[src/rtl/i8253_counter.sv]
// i8253_counter: count register, count element and OUT logic for one i8253 channel.
// The FSM tracks two things: whether a new CR is waiting to load, and whether the channel counts.
module i8253_counter (
  input  logic        clk21m,
  input  logic        reset,
  input  logic        clk_en,
  input  logic        gate,
  input  logic        wr_cw,
  input  logic        wr_lsb,
  input  logic        wr_msb,
  input  logic        wr_trigger,
  input  logic [7:0]  wr_d,
  input  logic        mode0,
  input  logic        mode1,
  input  logic        mode2,
  input  logic        mode3,
  input  logic        mode4,
  input  logic        mode5,
  input  logic        bcd,
  output logic [15:0] counter,
  output logic        out
);

  // state[1] = counting (armed), state[0] = load pending
  typedef enum logic [1:0] {
    ST_IDLE     = 2'b00,
    ST_PEND     = 2'b01,
    ST_RUN      = 2'b10,
    ST_RUN_PEND = 2'b11
  } state_t;

  state_t      state, state_next;
  logic [15:0] cr, ce;
  logic        out_r, gate_prev, strobe;
  logic        armed, pending, tick, gate_edge;
  logic        do_load, do_gate_reload, do_count, do_term;
  logic        arm_n, pend_n;
  logic [15:0] ce_dec1, ce_dec2, cr_inc, load_val, term3_val;

  function automatic logic [15:0] dec1(input logic [15:0] v, input logic is_bcd);
    logic [15:0] r;
    logic        borrow;
    r = v - 16'd1;
    if (is_bcd) begin
      r      = v;
      borrow = 1'b1;
      for (int i = 0; i < 4; i++) begin
        if (borrow) begin
          if (v[i*4 +: 4] == 4'd0) r[i*4 +: 4] = 4'd9;
          else begin
            r[i*4 +: 4] = v[i*4 +: 4] - 4'd1;
            borrow      = 1'b0;
          end
        end
      end
    end
    return r;
  endfunction

  function automatic logic [15:0] inc1(input logic [15:0] v, input logic is_bcd);
    logic [15:0] r;
    logic        carry;
    r = v + 16'd1;
    if (is_bcd) begin
      r     = v;
      carry = 1'b1;
      for (int i = 0; i < 4; i++) begin
        if (carry) begin
          if (v[i*4 +: 4] == 4'd9) r[i*4 +: 4] = 4'd0;
          else begin
            r[i*4 +: 4] = v[i*4 +: 4] + 4'd1;
            carry       = 1'b0;
          end
        end
      end
    end
    return r;
  endfunction

  assign armed     = state[1];
  assign pending   = state[0];
  assign tick      = clk_en & ~wr_cw;
  assign gate_edge = gate & ~gate_prev;
  assign ce_dec1   = dec1(ce, bcd);
  assign ce_dec2   = dec1(ce_dec1, bcd);
  assign cr_inc    = inc1(cr, bcd);
  // Odd square-wave counts start their high half one step longer (N+1), low half shorter (N-1).
  assign load_val  = (mode3 & cr[0]) ? cr_inc : cr;
  assign term3_val = ~cr[0] ? cr : (out_r ? {cr[15:1], 1'b0} : cr_inc);

  always_ff @(posedge clk21m) begin
    if (reset) state <= ST_IDLE;
    else       state <= state_next;
  end

  always_comb begin
    arm_n  = armed;
    pend_n = pending;
    if (do_load) begin
      arm_n  = 1'b1;
      pend_n = 1'b0;
    end
    if (do_gate_reload | do_term) pend_n = 1'b0;
    if (mode0 & (wr_lsb | wr_msb) & ~wr_trigger) arm_n = 1'b0;
    if (wr_trigger) pend_n = 1'b1;
    if (wr_cw) begin
      arm_n  = 1'b0;
      pend_n = 1'b0;
    end
    state_next = state_t'({arm_n, pend_n});
  end

  // Per-tick actions decoded from the FSM state; a trigger on this tick is not yet visible.
  always_comb begin
    do_load        = 1'b0;
    do_gate_reload = 1'b0;
    do_count       = 1'b0;
    do_term        = 1'b0;
    if (tick) begin
      if (mode1 | mode5) begin
        do_load = gate_edge & (pending | armed);
      end else if (mode2 | mode3) begin
        do_load        = pending & ~armed;
        do_gate_reload = armed & gate_edge;
      end else begin
        do_load = pending;
      end
      do_count = armed & ~do_load & ~do_gate_reload & (mode1 | mode5 | gate);
      do_term  = do_count & ((mode2 & (ce == 16'h0001)) | (mode3 & (ce == 16'h0002)));
    end
  end

  always_ff @(posedge clk21m) begin
    if (reset) begin
      cr        <= 16'h0000;
      ce        <= 16'h0000;
      out_r     <= 1'b1;
      gate_prev <= 1'b0;
      strobe    <= 1'b0;
    end else begin
      if (clk_en) gate_prev <= gate;
      if (wr_cw) begin
        out_r  <= ~mode0;
        strobe <= 1'b0;
      end else begin
        if (wr_lsb) cr[7:0]  <= wr_d;
        if (wr_msb) cr[15:8] <= wr_d;
        if ((mode2 | mode3) & ~gate) out_r <= 1'b1;
        if (tick & (mode4 | mode5)) out_r <= 1'b1;
        if (do_load | do_gate_reload) begin
          ce <= load_val;
          if (mode1) out_r <= 1'b0;
          if (mode2 | mode3) out_r <= 1'b1;
          if (mode4 | mode5) strobe <= 1'b1;
        end else if (do_count) begin
          if (mode3) begin
            if (ce == 16'h0002) begin
              out_r <= ~out_r;
              ce    <= term3_val;
            end else begin
              ce <= ce_dec2;
            end
          end else if (mode2) begin
            if (ce == 16'h0001) begin
              ce    <= cr;
              out_r <= 1'b1;
            end else begin
              ce    <= ce_dec1;
              out_r <= (ce_dec1 != 16'h0001);
            end
          end else begin
            ce <= ce_dec1;
            if (ce_dec1 == 16'h0000) begin
              if (mode0 | mode1) out_r <= 1'b1;
              if ((mode4 | mode5) & strobe) begin
                out_r  <= 1'b0;
                strobe <= 1'b0;
              end
            end
          end
        end
        if (wr_trigger) begin
          if (mode0) out_r  <= 1'b0;
          if (mode4) strobe <= 1'b1;
        end
      end
    end
  end

  assign counter = ce;
  assign out     = out_r;

endmodule
[config.mk]
export PLATFORM = sky130hd
export DESIGN_NAME = i8253_counter
export DESIGN_NICKNAME = d
export VERILOG_FILES = /design/src/rtl/i8253_counter.sv
export SDC_FILE = /design/constraint.sdc
export NUM_CORES = 1
export LEC_CHECK = 0
export ABC_AREA = 1
export CORE_MARGIN = 3
export CORE_UTILIZATION = 40
export DETAILED_ROUTE_END_ITERATION = 6
export GPL_TIMING_DRIVEN = 0
export SYNTH_ARGS = -nofsm -noshare
export SYNTH_HDL_FRONTEND = slang
export SYNTH_SLANG_ARGS = --single-unit
[constraint.sdc]
create_clock -name clk21m -period 2.73 [get_ports clk21m]
set_input_delay 0.4095 -clock clk21m [delete_from_list [all_inputs] [get_ports clk21m]]
set_output_delay 0.4095 -clock clk21m [all_outputs]
set_load 0.05 [all_outputs]
After elaboration in Yosys (flattened, before gate mapping)

Cells that the tools add are included.

Eq/ne operators: 7
Bitwise logic cells: 36
Muxes and demuxes: 95
Add/subtract/negate cells: 15
Reductions and logical operators: 16

Operator list:

| cell                  | count |
|---|---|
| $mux 16               | 12 |
| $mux 4                | 21 |
| $mux 1                | 62 |
| $logic_not 4->1       | 8 |
| $sub 16x1->16 const B | 2 |
| $sub 4x1->4 const B   | 8 |
| $and 1x1->1           | 17 |
| $add 16x1->16 const B | 1 |
| $add 4x1->4 const B   | 4 |
| $eq 16x1->1 const B   | 1 |
| $eq 16x2->1 const B   | 1 |
| $eq 4x4->1 const B    | 4 |
| $logic_not 16->1      | 1 |
| $ne 16x1->1 const B   | 1 |
| $or 1x1->1            | 10 |
| $not 1->1             | 9 |
| $reduce_and 2->1      | 3 |
| $reduce_bool 3->1     | 1 |
| $reduce_or 3->1       | 1 |
| $reduce_bool 2->1     | 1 |
| $reduce_or 2->1       | 1 |

Word-level logic and storage cells: 177
Bits in registers: 37
Output and inout bits: 17
Input bits: 23

Logic depth before layout (Yosys ltp)

Word-level depth: 22
Mapped depth: 20
Depth with buffers taken out: 20

Least setup slack after synthesis

No wires, ideal clock.

Path kind: reg-to-reg
From: reg ce[0], in the netlist counter[0]
To: reg out_r, in the netlist out
Path buffers: 0
Required time: 2.615 ns
Path slack: 0.000 ns
Arrival time: 2.616 ns
Library setup time: 0.115 ns
Cell stages (with the launch flop): 19
Clock period less this slack: 2.730 ns
Cell sequence: dfxtp_1 -> inv_1 -> ha_1 -> nand2_1 -> nand2_1 -> nand2_2 -> nand4_2 -> nor2_2 -> nand3_1 -> nor2_4 -> nand3_2 -> nor2_2 -> nand2_1 -> o21ai_1 -> nand2_1 -> nand2_1 -> nand2_1 -> nand2_1 -> nand2_1

Cells in the longest elaborated chain, start to end: 18
Elaborated cells between the ends (all ways): 28
Those cells by class: add/sub: 2; eq/ne: 3; mux: 21; reduce/logical: 2

RTL lines:

| element                   | RTL line | RTL |
|---|---|---|
| from (decl)               | 33       | `logic [15:0] cr, ce;` |
| from (signal assigned)    | 151      | `ce <= load_val;` |
| from (signal assigned)    | 159      | `ce <= term3_val;` |
| from (signal assigned)    | 165      | `ce <= cr;` |
| $logic_not 4->1           | 49       | `if (v[i*4 +: 4] == 4'd0) r[i*4 +: 4] = 4'd9;` |
| $mux 1                    | 49       |  |
| $mux 1                    | 44       | `if (is_bcd) begin` |
| $mux 1                    | 48       | `if (borrow) begin` |
| $mux 1                    | 44       |  |
| $mux 1                    | 48       |  |
| $mux 1                    | 44       |  |
| $mux 4                    | 48       |  |
| (+2 left out)             | -        |  |
| $mux 1 (on tied branches) | 164, 173 |  |
| $mux 1                    | 163      | `end else if (mode2) begin` |
| $mux 1 (*)                | 156      | `if (mode3) begin` |
| $mux 1 (*)                | 155      | `end else if (do_count) begin` |
| $mux 1 (*)                | 150      | `if (do_load \| do_gate_reload) begin` |
| $mux 1                    | 183      | `if (mode0) out_r <= 1'b0;` |
| $mux 1 (*)                | 182      | `if (wr_trigger) begin` |
| $mux 1 (*)                | 142      | `if (wr_cw) begin` |
| to (signal assigned)      | 143      | `out_r <= ~mode0;` |
| to (signal assigned)      | 158      | `out_r <= ~out_r;` |
| to (signal assigned)      | 169      | `out_r <= (ce_dec1 != 16'h0001);` |
| to (decl)                 | 34       | `logic out_r, gate_prev, strobe;` |

Every way passes the cells marked *; elsewhere a longest branch is shown, timed or not. The select of a mux whose other input is x is not followed.
A chain may end at the register's enable or synchronous reset.

Final worst setup path

From: in mode3
To: reg ce[12], in the netlist counter[12]

Cells in the longest elaborated chain, start to end: 11
Elaborated cells between the ends (all ways): 23
Those cells by class: mux: 13; bitwise: 8; reduce/logical: 2

RTL lines:

| element                     | RTL line | RTL |
|---|---|---|
| from (decl)                 | 16       | `input logic mode3,` |
| $or 1x1->1                  | 122      | `end else if (mode2 \| mode3) begin` |
| $mux 1                      | 122      |  |
| $mux 1                      | 120      | `if (mode1 \| mode5) begin` |
| $mux 1                      | 119      | `if (tick) begin` |
| $not 1->1                   | 128      | `do_count = armed & ~do_load & ~do_gate_reload & (mode1 \| mode5 \| gate);` |
| $and 1x1->1 (3 in a row)    | 128      |  |
| $mux 1                      | 119      |  |
| $reduce_bool 2->1 (no line) | -        |  |
| $reduce_and 2->1 (no line)  | -        |  |

Several ways; a longest one is shown, not always the timed one. The select of a mux whose other input is x is not followed.

==> results.sh <==
export IMPL_routed_via_density=5.60
export IMPL_port_buffers=39
export IMPL_ant_nets=0
export IMPL_cp_top_family="buffers and inverters"
export IMPL_fin_crit_sh_pct=93.1
export IMPL_synth_most_common_cell="nand2_1"
export IMPL_cp_endpoint="counter[12]$_SDFFE_PP0P_"
export IMPL_antenna_found_initial=0
export IMPL_nNetsFinal=870
export IMPL_fin_skew_ns=0.0159
export IMPL_rsz0062_at_grt="yes"
export IMPL_tightest_slew_ns=0.578
export IMPL_power_density_nw_per_um2=305
export IMPL_synthArstFlopShare_pct=0
export IMPL_die_area_um2=12100
export IMPL_drive_gt1_share_pct=8.33
export IMPL_path_clk_slew_ns=0.07
export IMPL_r2r_end="out$_SDFF_PP1_"
export IMPL_synth_edff_count=0
export IMPL_grt_ovfl_total=0
export IMPL_avgSynthCellArea_um2=5.49
export IMPL_cts_num_sinks=37
export IMPL_drc_errors=0
export IMPL_synth_ff_type="dfxtp_1"
export IMPL_hold_path_depth=2
export IMPL_synthTopCellsByCount="212 x nand2_1, 86 x inv_1, 84 x o21ai_0"
export IMPL_crit_slowest_cell="clkdlybuf4s50_1"
export IMPL_synth_nets=819
export IMPL_cts_buffer_depth=2
export IMPL_die_h_um=110
export IMPL_ys_ff_latch=37
export IMPL_vias=5462
export IMPL_dr_pass1_iters=5
export IMPL_crit_arrival_ns=2.76
export IMPL_first_iter_violations=561
export IMPL_p_leak_nw=2.23
export IMPL_dp_hpwl_um=13400
export IMPL_ys_types=39
export IMPL_irDropWorstVdd_mv=0.207
export IMPL_drv_slew=0
export IMPL_start_util_pct=41.6
export IMPL_syn_to_final_growth_pct=18.1
export IMPL_hold_path_class="reg2reg"
export IMPL_syn_area_um2=4330
export IMPL_setup_violations=0
export IMPL_drt_wirelength_per_cell_um=17.0
export IMPL_setup_tns_ns=0
export IMPL_synth_warnings=0
export IMPL_gp_congestion=0.922
export IMPL_crit_top_cell="nand2_1"
export IMPL_cts_buffers=5
export IMPL_crit_path_start_kind="input pin"
export IMPL_cts_tree="yes"
export IMPL_synth_area_leader_cell="nand2_1"
export IMPL_min_period_ns=2.54
export IMPL_reg2reg_from="counter[1]$_SDFFE_PP0P_"
export IMPL_synthCells=789
export IMPL_fin_util_pct=49.1
export IMPL_synth_area_leaders="nand2_1 18%, dfxtp_1 17%, o21ai_0 9.7%"
export IMPL_cts_htree_levels=2
export IMPL_yosysSeqAreaShare_pct=17.1
export IMPL_cpPeakStageDelay_ns=0.54
export IMPL_grt_usage_pct=27.8
export IMPL_clk_latency_ns=0.30
export IMPL_outcome="finished clean"
export IMPL_crit_type="in2reg"
export IMPL_drv_cap=0
export IMPL_fmax_mhz=393
export IMPL_n_antenna_cell=0
export IMPL_grt_pass1_vias=4940
export IMPL_worstPathRequired_ns=2.95
export IMPL_rr_worst_depth=16
export IMPL_synth_top_area_share_pct=18.4
export IMPL_fill_cells=1166
export IMPL_reg2reg_slack_ns=0.21
export IMPL_critPathCaptureType="register"
export IMPL_final_hold_violation_count=0
export IMPL_cp_max_fo=10
export IMPL_crit_buf_inv=4
export IMPL_core_region_area_um2=10400
export IMPL_grt_pass1_wl_um=25900
export IMPL_grt_max_degree=11
export IMPL_worstPathCellList="clkdlybuf4s50_1, nor2_4, nor2_1, o21ai_1, nand2_1, nand2_1, nand2_1, inv_2, nor2_4, inv_2, clkbuf_2, o21ai_0, a21oi_1"
export IMPL_pin_count=40
export IMPL_dieWidth_um=110
export IMPL_slew_headroom_pct=61.5
export IMPL_wirelength_um=16600
export IMPL_cp_startpoint="mode3"
export IMPL_cts_root_buf="clkbuf_8"
export IMPL_rows=37
export IMPL_cp_depth=13
-- layout make-up --
type | count | area (um^2) | area share, %
repair buffers | 44 | 428 | 8.37
multi-input cells | 631 | 3220 | 62.9
plain buffers | 26 | 109 | 2.13
flip-flops and latches | 37 | 743 | 14.5
clock buffers | 7 | 86.3 | 1.69
well taps | 136 | 170 | 3.33
inverters | 95 | 360 | 7.05
-- cell usage in the layout (no fill, tap or decap), types with 14 or more instances in the layout --
master and n:
o21ai_0 84, a21oi_1 83, nand3_1 61, clkdlybuf4s50_1 39, o21ai_1 14, o211ai_1 15, dfxtp_1 35, nor2_1 63
clkbuf_1 16, nand2_1 212, inv_1 83
-- metrics by stage --
stage	cell area, um^2	std cells	setup slack [ns]	hold slack [ns]	power, mW
6_report	5110	976	0.187	0.484	1.56
2_1_floorplan	4330	789	0.126	0.450	0.975
3_5_place_dp	4890	964	-0.749	0.476	1.15
4_1_cts	5020	974	0.0156	0.486	1.55
3_3_place_gp	4890	964	-0.713	0.471	1.15
5_1_grt	5110	976	-0.0212	0.545	1.66
-- report_power, final --
| part | total, mW | internal [mW] | switching [mW] |
|---|---|---|---|
| Combinational | 0.570 | 0.183 | 0.388 |
| Sequential | 0.593 | 0.563 | 0.0302 |
| Clock | 0.396 | 0.201 | 0.196 |
-- registers in the layout, summed over array words and instances (netlist names) --
| name | count |
|---|---|
| strobe | 1 |
| cr | 16 |
| gate_prev | 1 |
| counter | 16 |
| out | 1 |
| state | 2 |
-- logic make-up after synthesis --
| kind of cell | share of synthesized area (%) |
|---|---|
| simple gates | 41.0 |
| compound gates | 27.0 |
| buf+inv | 10.6 |
| flops | 17.1 |
| xor+xnor | 2.20 |
| fa+ha+maj | 2.02 |
-- worst min path at each step --
stage                                  end              startpoint  slack (ns)
floorplan           gate_prev$_SDFFE_PP0P_  gate_prev$_SDFFE_PP0P_        0.45
global placement    gate_prev$_SDFFE_PP0P_  gate_prev$_SDFFE_PP0P_        0.47
detailed placement  gate_prev$_SDFFE_PP0P_  gate_prev$_SDFFE_PP0P_        0.48
CTS                 gate_prev$_SDFFE_PP0P_  gate_prev$_SDFFE_PP0P_        0.49
global route             strobe$_SDFF_PP0_       strobe$_SDFF_PP0_        0.54
finish              gate_prev$_SDFFE_PP0P_  gate_prev$_SDFFE_PP0P_        0.48
-- routing by layer --
metal,wire length (um),track usage [%],vias to the layer above
met5,0,0,-
met4,455,9.88,0
met3,1020,2.10,28
met2,7680,46.4,211
met1,7410,37.7,2482
li1,-,-,2741
-- what timing repair did --
action	4_1_cts	5_1_grt
hold endpoints to repair	0	0
gates cloned	0	0
hold buffers	0	0
pin swaps	1	2
gates resized for setup	7	23
buffers inserted	3	2
endpoints found under the setup margin	17	16
-- worst register-to-register path: stages, from the launching register on --
cell and delay, ns:
dfxtp_2 0.36, inv_1 0.15, ha_4 0.22, nand2_4 0.09, nor2_8 0.18, xor2_2 0.30
nand3_2 0.23, nor2_8 0.23, nand3_2 0.12, nor2_4 0.13, nand2_1 0.07, o21ai_1 0.08
nand2_1 0.06, nand2_1 0.06, nand2_1 0.05, nand2_1 0.05, nand2_1 0.04
Power figures use the tool's default switching activity.
